File: config.mk
export PLATFORM = sky130hd
export DESIGN_NAME = alarm_clock_core
export DESIGN_NICKNAME = d
export VERILOG_FILES = /design/src/rtl/clock_pkg.sv /design/src/rtl/mod_counter.sv /design/src/rtl/alarm_clock_core.sv
export SDC_FILE = /design/constraint.sdc
export NUM_CORES = 1
export LEC_CHECK = 0
export CAP_MARGIN = 20
export CORE_ASPECT_RATIO = 1.2
export CORE_MARGIN = 4
export CORE_UTILIZATION = 57
export DETAILED_ROUTE_END_ITERATION = 12
export PLACE_DENSITY = 0.86
export SYNTH_ARGS = -nofsm -noshare
export SYNTH_HDL_FRONTEND = slang
export SYNTH_SLANG_ARGS = --single-unit
File: constraint.sdc
create_clock -name clk -period 5.4 [get_ports clk]
set_input_delay 1.08 -clock clk [delete_from_list [all_inputs] [get_ports clk]]
set_output_delay 1.08 -clock clk [all_outputs]
set_load 0.005 [all_outputs]
File: src/rtl/clock_pkg.sv
// Shared widths and limits for the alarm clock time fields.
package clock_pkg;
  localparam int HOUR_W   = 5;
  localparam int MIN_W    = 6;
  localparam int SEC_W    = 6;
  localparam int MAX_HOUR = 23;
  localparam int MAX_MIN  = 59;
  localparam int MAX_SEC  = 59;
endpackage

File: src/rtl/mod_counter.sv
// Modulo-N counter with synchronous load (priority over inc) and a
// combinational carry-out asserted when an increment wraps N-1 -> 0.
module mod_counter #(
  parameter int N       = 60,
  parameter int W       = 6,
  parameter int RST_VAL = 0
) (
  input  logic         clk,
  input  logic         rst,
  input  logic         i_inc,
  input  logic         i_load,
  input  logic [W-1:0] i_load_val,
  output logic [W-1:0] o_count,
  output logic         o_carry
);
  logic [W-1:0] r_count;
  logic         w_at_max;

  assign w_at_max = (r_count == W'(N - 1));
  assign o_carry  = i_inc && w_at_max;
  assign o_count  = r_count;

  always_ff @(posedge clk or posedge rst) begin
    if (rst) begin
      r_count <= W'(RST_VAL);
    end else if (i_load) begin
      r_count <= i_load_val;
    end else if (i_inc) begin
      r_count <= w_at_max ? '0 : r_count + 1'b1;
    end
  end
endmodule

File: src/rtl/alarm_clock_core.sv
// Time-of-day clock with prescaler, validated time load, 12h/24h display
// and a level alarm that is raised only by a counting tick.
module alarm_clock_core
  import clock_pkg::*;
#(
  parameter int CLK_HZ     = 50_000_000,
  parameter int RESET_HOUR = 0
) (
  input  logic              clk,
  input  logic              rst,
  input  logic              en,
  input  logic              mode_12h,
  // Load handshake: set_valid is a one-cycle request; exactly one of
  // set_ack / set_err pulses on the following cycle in response.
  input  logic              set_valid,
  input  logic [HOUR_W-1:0] set_hour,
  input  logic [MIN_W-1:0]  set_min,
  input  logic [SEC_W-1:0]  set_sec,
  output logic              set_ack,
  output logic              set_err,
  input  logic              alm_en,
  input  logic [HOUR_W-1:0] alm_hour,
  input  logic [MIN_W-1:0]  alm_min,
  input  logic              alm_ack,
  output logic              alarm,
  output logic [HOUR_W-1:0] hour,
  output logic [MIN_W-1:0]  minute,
  output logic [SEC_W-1:0]  second,
  output logic              pm,
  output logic              sec_tick
);
  localparam int PW = $clog2(CLK_HZ);

  logic [PW-1:0]     r_presc;
  logic              r_sec_tick;
  logic              r_set_ack;
  logic              r_set_err;
  logic              r_alarm;

  logic              w_tick;
  logic              w_set_legal;
  logic              w_set_bad;
  logic              w_adv;
  logic [SEC_W-1:0]  w_sec;
  logic [MIN_W-1:0]  w_min;
  logic [HOUR_W-1:0] w_hour;
  logic              w_sec_carry;
  logic              w_min_carry;
  logic              w_hour_carry;
  logic [MIN_W-1:0]  w_next_min;
  logic [HOUR_W-1:0] w_next_hour;
  logic              w_alm_legal;
  logic              w_match;
  logic [HOUR_W-1:0] w_disp_hour;

  assign w_tick      = en && (r_presc == PW'(CLK_HZ - 1));
  assign w_set_legal = set_valid && (set_hour <= HOUR_W'(MAX_HOUR))
                       && (set_min <= MIN_W'(MAX_MIN)) && (set_sec <= SEC_W'(MAX_SEC));
  assign w_set_bad   = set_valid && !w_set_legal;
  // A legal load overrides a coincident tick.
  assign w_adv       = w_tick && !w_set_legal;

  mod_counter #(.N(MAX_SEC + 1), .W(SEC_W), .RST_VAL(0)) u_sec (
    .clk(clk), .rst(rst), .i_inc(w_adv), .i_load(w_set_legal),
    .i_load_val(set_sec), .o_count(w_sec), .o_carry(w_sec_carry)
  );

  mod_counter #(.N(MAX_MIN + 1), .W(MIN_W), .RST_VAL(0)) u_min (
    .clk(clk), .rst(rst), .i_inc(w_sec_carry), .i_load(w_set_legal),
    .i_load_val(set_min), .o_count(w_min), .o_carry(w_min_carry)
  );

  mod_counter #(.N(MAX_HOUR + 1), .W(HOUR_W), .RST_VAL(RESET_HOUR)) u_hour (
    .clk(clk), .rst(rst), .i_inc(w_min_carry), .i_load(w_set_legal),
    .i_load_val(set_hour), .o_count(w_hour), .o_carry(w_hour_carry)
  );

  // Time produced by a second-wrap tick; only meaningful when w_sec_carry=1.
  assign w_next_min  = w_min_carry ? '0 : w_min + 1'b1;
  assign w_next_hour = w_hour_carry ? '0 : (w_min_carry ? w_hour + 1'b1 : w_hour);
  assign w_alm_legal = (alm_hour <= HOUR_W'(MAX_HOUR)) && (alm_min <= MIN_W'(MAX_MIN));
  assign w_match     = alm_en && w_alm_legal && w_sec_carry
                       && (w_next_hour == alm_hour) && (w_next_min == alm_min);

  always_ff @(posedge clk or posedge rst) begin
    if (rst) begin
      r_presc    <= '0;
      r_sec_tick <= 1'b0;
      r_set_ack  <= 1'b0;
      r_set_err  <= 1'b0;
      r_alarm    <= 1'b0;
    end else begin
      r_sec_tick <= w_adv;
      r_set_ack  <= w_set_legal;
      r_set_err  <= w_set_bad;
      if (w_set_legal) begin
        r_presc <= '0;
      end else if (en) begin
        r_presc <= w_tick ? '0 : r_presc + 1'b1;
      end
      if (!alm_en) begin
        r_alarm <= 1'b0;
      end else if (w_match) begin
        r_alarm <= 1'b1;
      end else if (alm_ack) begin
        r_alarm <= 1'b0;
      end
    end
  end

  always_comb begin
    w_disp_hour = w_hour;
    if (mode_12h) begin
      if (w_hour == '0) begin
        w_disp_hour = HOUR_W'(12);
      end else if (w_hour > HOUR_W'(12)) begin
        w_disp_hour = w_hour - HOUR_W'(12);
      end
    end
  end

  assign hour     = w_disp_hour;
  assign minute   = w_min;
  assign second   = w_sec;
  assign pm       = (w_hour >= HOUR_W'(12));
  assign sec_tick = r_sec_tick;
  assign set_ack  = r_set_ack;
  assign set_err  = r_set_err;
  assign alarm    = r_alarm;
endmodule

* Word level (Yosys, flattened, before mapping)
Cells that the tools add are included.
** Storage, ports and cells
- Word-level logic and storage cells :: 68
- Bits in writable memories :: 0
- Bits in latches :: 0
- Memories :: 0
- Register bits :: 47
- Bits in read-only memories :: 0
- Output and inout port bits :: 22
** Cells by class
- Multiplexer cells :: 21
- Magnitude comparators :: 7
- Bitwise operators :: 0
- Divide/modulo/power cells :: 0
- Shift operators :: 0
- Multiply operators :: 0
- Eq/ne operators :: 7
- $add $sub $neg :: 5
- Reductions and logical operators :: 20
** Operators with widths (count)
- $mux 26 :: 3
- $mux 6 :: 7
- $mux 5 :: 8
- $add 26x1->26 const B :: 1
- $eq 26x26->1 const B :: 1
- $le 6x6->1 const B :: 3
- $logic_and 1x1->1 :: 14
- $add 6x1->6 const B :: 2
- $eq 6x6->1 const B :: 2
- $le 5x5->1 const B :: 2
- $reduce_bool 2->1 :: 4
- $eq 6x6->1 :: 1
- $add 5x1->5 const B :: 1
- $eq 5x5->1 :: 1
- $eq 5x5->1 const B :: 1
- $ge 5x4->1 const B :: 1
- $gt 5x4->1 const B :: 1
- $logic_not 5->1 :: 1
- $sub 5x4->5 const B :: 1
- $mux 1 :: 3
- $ne 3x1->1 const B :: 1
- $logic_not 1->1 :: 1

* Depth between registers and ports, before layout
- Word-level depth :: 15
- Gate-level depth with buffers :: 10

* Hierarchy
From an unflattened synthesis, not the netlist that was laid out.
** Unflattened totals
- Cells, all modules :: 355
- Area, all modules :: 3099.2 um^2
** By module, submodules not included
- alarm_clock_core :: instances 1, area each 2016.9 um^2, cells each 234, seq. area each 750.7 um^2
- mod_counter (u_min ...) :: instances 2, area each 396.6 um^2, cells each 45, seq. area each 150.1 um^2
- mod_counter (u_hour) :: instances 1, area each 289.0 um^2, cells each 31, seq. area each 125.1 um^2

* Worst setup path after synthesis
Ideal clock, no wire load.
- Path type :: input port to flip-flop
- From :: input en
- To :: register u_hour.r_count[1] (netlist: u_hour.o_count[1])
- Arrival :: 2.595 ns
- Cell stages on the path :: 8
- Setup slack :: 2.674 ns
- Data required time :: 5.269 ns
- Cells stage by stage :: buf_2 -> nand4_1 -> nor2_1 -> nand3_2 -> o41ai_4 -> o21ai_2 -> a211oi_1 -> a21oi_1
** Between the ends
- Longest elaborated chain between the ends :: 5
** RTL lines
- start, declared :: line alarm_clock_core.sv:11 : input logic en,
- $logic_and 1x1->1 :: line alarm_clock_core.sv:56 : assign w_tick = en && (r_presc == PW'(CLK_HZ - 1));
- $logic_and 1x1->1 :: line alarm_clock_core.sv:61 : assign w_adv = w_tick && !w_set_legal;
- $logic_and 1x1->1 (2 in a row) :: line mod_counter.sv:20 : assign o_carry = i_inc && w_at_max;
- $reduce_bool 2->1 (no line)
- end signal, assigned :: line mod_counter.sv:25 : r_count <= W'(RST_VAL);
- end signal, assigned :: line mod_counter.sv:27 : r_count <= i_load_val;
- end signal, assigned :: line mod_counter.sv:29 : r_count <= w_at_max ? '0 : r_count + 1'b1;
- end, declared :: line mod_counter.sv:16 : logic [W-1:0] r_count;
Every way passes these cells.
A chain may end at the register's enable or synchronous reset.

* Worst setup path in the final report
- From :: input mode_12h
- To :: output hour[4]
** Between the ends
- Longest elaborated chain between the ends :: 1
** RTL lines
- start, declared :: line alarm_clock_core.sv:12 : input logic mode_12h,
- $mux 5 :: line alarm_clock_core.sv:113 : if (mode_12h) begin
- end, declared :: line alarm_clock_core.sv:26 : output logic [HOUR_W-1:0] hour,
Every way passes these cells.

==> results.md <==
* Status: complete, no violations
* Fillcell total at 406
* Routed wire per std cell at 16.5 um
* Final global-route overflow total at 0
* Fin area at 3750 um^2
* Layout cells sized above 1 at 4.37%
* Period utilization at 70.9%
* GRT Total Usage at 24.8%
* CP max stage delay at 0.53 ns
* Peak supply drop at 0.000160 V
* Net switching power at 354 uW
* Crit path DAT at 2.75 ns
* Prevailing post-synth register cell: dfrtp_1
* Final hold vios at 0
* Most frequent cells in the layout: clkdlybuf4s50_1, dfrtp_1, nor2_1
* Clock skew at 0.00243 ns
* Clock Latency Late Sink at 0.30 ns
* WP data required at 4.32 ns
* Clock Sinks at 47
* Worst setup SP type: input pin
* Post-Synth Adder-Cell Area at 3.30%
* Sequential cell area at 1180 um^2
* TritonCTS clock tree: yes
* Worst Path Max Fanout at 4
* Synth cell types at 56
* Post-Synth XOR/XNOR Area at 9.52%
* Leak at 0.00153 uW
* Final Worst Setup Slack at 1.57 ns
* Gate power share at 33.5%
* Final #Nets at 454
* Slew @ Worst Pin at 0.965 ns
* RSZ-0062 raised after global routing: no
* Core Box Area at 5040 um^2
* Post-CTS setup buffers at 0
* Asr flop ratio synth at 100%
* Clock network power share at 25.6%
* Delay-heaviest family, CP: buffers and inverters
* Cell Pwr Density at 287 nW/um^2
* Mapped Cells at 357
* Routability congestion estimate at 0.886
* CTS Buf Count at 5
* Core Util, Final at 74.4%
* P&R area growth vs syn at 23.6%
* Setup crit end kind: primary output
* Cell Area, Placed at 3630 um^2
* Post-synthesis mux area share at 0.330%
* Commonest non-fill, non-tap cell in the layout: clkdlybuf4s50_1
* Slew Viols, Final at 0
* Max-Cap Viols at 0
* Critical path type: input pin to primary output
* CP cell instances: clkdlybuf4s50_1, nand2b_1, a2111oi_0, a21o_1, clkdlybuf4s50_1
* Vias post-DR at 2899
* Fmax at 261 MHz
* Root Buffer: clkbuf_8
* Io pins at 57
* H-tree Lvls at 2
* EDFF count, synth at 0
* DR DRC count at 0
* Via-to-Cell Ratio at 6.14
* Post-Place Worst Slack at 1.58 ns
* CTS max path bufs at 2
* FP Rows at 28
* Setup TNS at 0 ns
* Post-DP HPWL at 5790 um
* Max_slew headroom at 35.6%
* Initial antenna violation count at 0
* Worst Hold Class: flop to flop
* Clk slew on worst S/H paths at 0.09 ns
* Setup violators final at 0
* N_diodes at 0
* Die Footprint at 6560 um^2
* Largest family of logic cells by synthesized area: simple AND/OR/NAND/NOR gates
* Crit path buf inv count at 2
* Synth warn at 0
* Synth Area in Compound Gates at 17.0%
* First-pass GRT wire length at 12900 um
* Post-Route WL at 7810 um
* Multi-input gate area at 1770 um^2
* Chip Height at 88.0 um
* Synthesized flop and latch total at 47
* Reg power frac at 40.9%
* Drt first pass iters at 4
* Post-synthesis average cell area at 8.51 um^2
* Final ANT Viol Nets at 0
* Post-synth design cell area at 3040 um^2
* Number of port buffers at 56
* Post-synthesis simple-gate area fraction at 28.1%
* Hold_buf cts at 0
* CTS resizes at 0
* Die Width at 74.6 um
* Crit path max-delay cell type: clkdlybuf4s50_1
* Initial drt markers at 193
* Seq/Total Area, Yosys at 38.7%
* Int Pwr at 724 uW
* Initial Util at 60.2%
* Number of global-route vias before repair at 2910
* CP most frequent cell: clkdlybuf4s50_1
* Post-route minimum period at 3.83 ns
* Sw frac at 32.9%
* Largest net degree at the start of global routing at 48
* Synthesized net count at 400
-- area by class of cell --
| type | count | share of cell area, % |
|---|---|---|
| Multi-Input combinational cell | 288 | 47.1 |
| Sequential cell | 47 | 31.3 |
| Timing Repair Buffer | 57 | 15.1 |
| Clock buffer | 6 | 2.20 |
| Tap cell | 60 | 2.00 |
| Inverter | 12 | 1.20 |
| Clock inverter | 2 | 1.03 |
-- kinds of logic (layout without fill, tap and decap cells) --
kind of cell,count (synthesis),after routing
flops,47,47
mux,1,1
buf+inv,22,77
xor+xnor,33,33
fa+ha+maj,8,8
compound gates,76,76
simple gates,170,170
-- sequential cells by signal (all words and copies together) (netlist names) --
signal          flops
set_err             1
sec_tick            1
u_min.o_count       6
alarm               1
u_sec.o_count       6
r_presc            26
u_hour.o_count      5
set_ack             1
-- per-layer routing --
metal / vias up / track usage (%) / routed length (um)
met5: - / 0 / 0
met4: 0 / 9.87 / 154
met3: 18 / 4.25 / 383
met2: 84 / 44.1 / 4220
met1: 1411 / 29.1 / 3060
li1: 1386 / - / -
-- metrics by stage --
step	cells	total power, uW	hold WS (ns)
floorplan	357	645	0.505
global placement	464	795	0.528
detailed placement	464	806	0.541
CTS	472	1080	0.560
global route	472	1140	0.576
finish	472	1080	0.553
-- cells in the mapped netlist, drive strengths merged, types with 2 or more instances --
library cell,instances,area [um^2]
dfrtp,47,1180
nor2,44,165
nand2,42,158
nand3,27,140
o21ai,24,124
a21oi,21,105
xor2,20,175
nor3,14,75.1
xnor2,13,114
inv,12,45.0
ha,8,100
nand4,8,50.1
and2,6,37.5
and3,6,37.5
clkbuf,6,22.5
a31oi,5,31.3
buf,4,25.0
or3,4,25.0
a221o,3,30.0
a2bb2oi,3,26.3
nand4b,3,26.3
nor2b,3,18.8
nor4,3,25.0
a2111oi,2,36.3
a21boi,2,15.0
a21o,2,15.0
a22oi,2,15.0
and4,2,17.5
o211ai,2,15.0
or4,2,18.8
-- worst paths after layout --
check / from / endpoint / slack [ns] / cells past startpoint
max in group asynchronous: rst / u_hour.o_count[4] / 3.49 / 2
min: alarm / alarm / 0.55 / 2
max: mode_12h / hour[4] / 1.57 / 5
min reg2reg: alarm / alarm / 0.55 / 2
max reg2reg: r_presc[11] / u_hour.o_count[1] / 2.73 / 7
min in group asynchronous: rst / set_ack / 1.31 / 2
-- tightest hold or removal path: stages, from the launching register on --
cell and delay [ns]:
dfrtp_1 0.37, nand3b_1 0.08, o21ai_1 0.07
-- power by group through the flow --
| stage | logic, uW | registers [uW] | clock network, uW |
|---|---|---|---|
| 2_1_floorplan | 219 | 426 | 0 |
| 3_3_place_gp | 351 | 445 | 0 |
| 3_5_place_dp | 360 | 447 | 0 |
| 4_1_cts | 363 | 440 | 280 |
| 5_1_grt | 401 | 448 | 293 |
| 6_report | 361 | 441 | 276 |
Note: power is estimated with default switching activity, not from simulation.
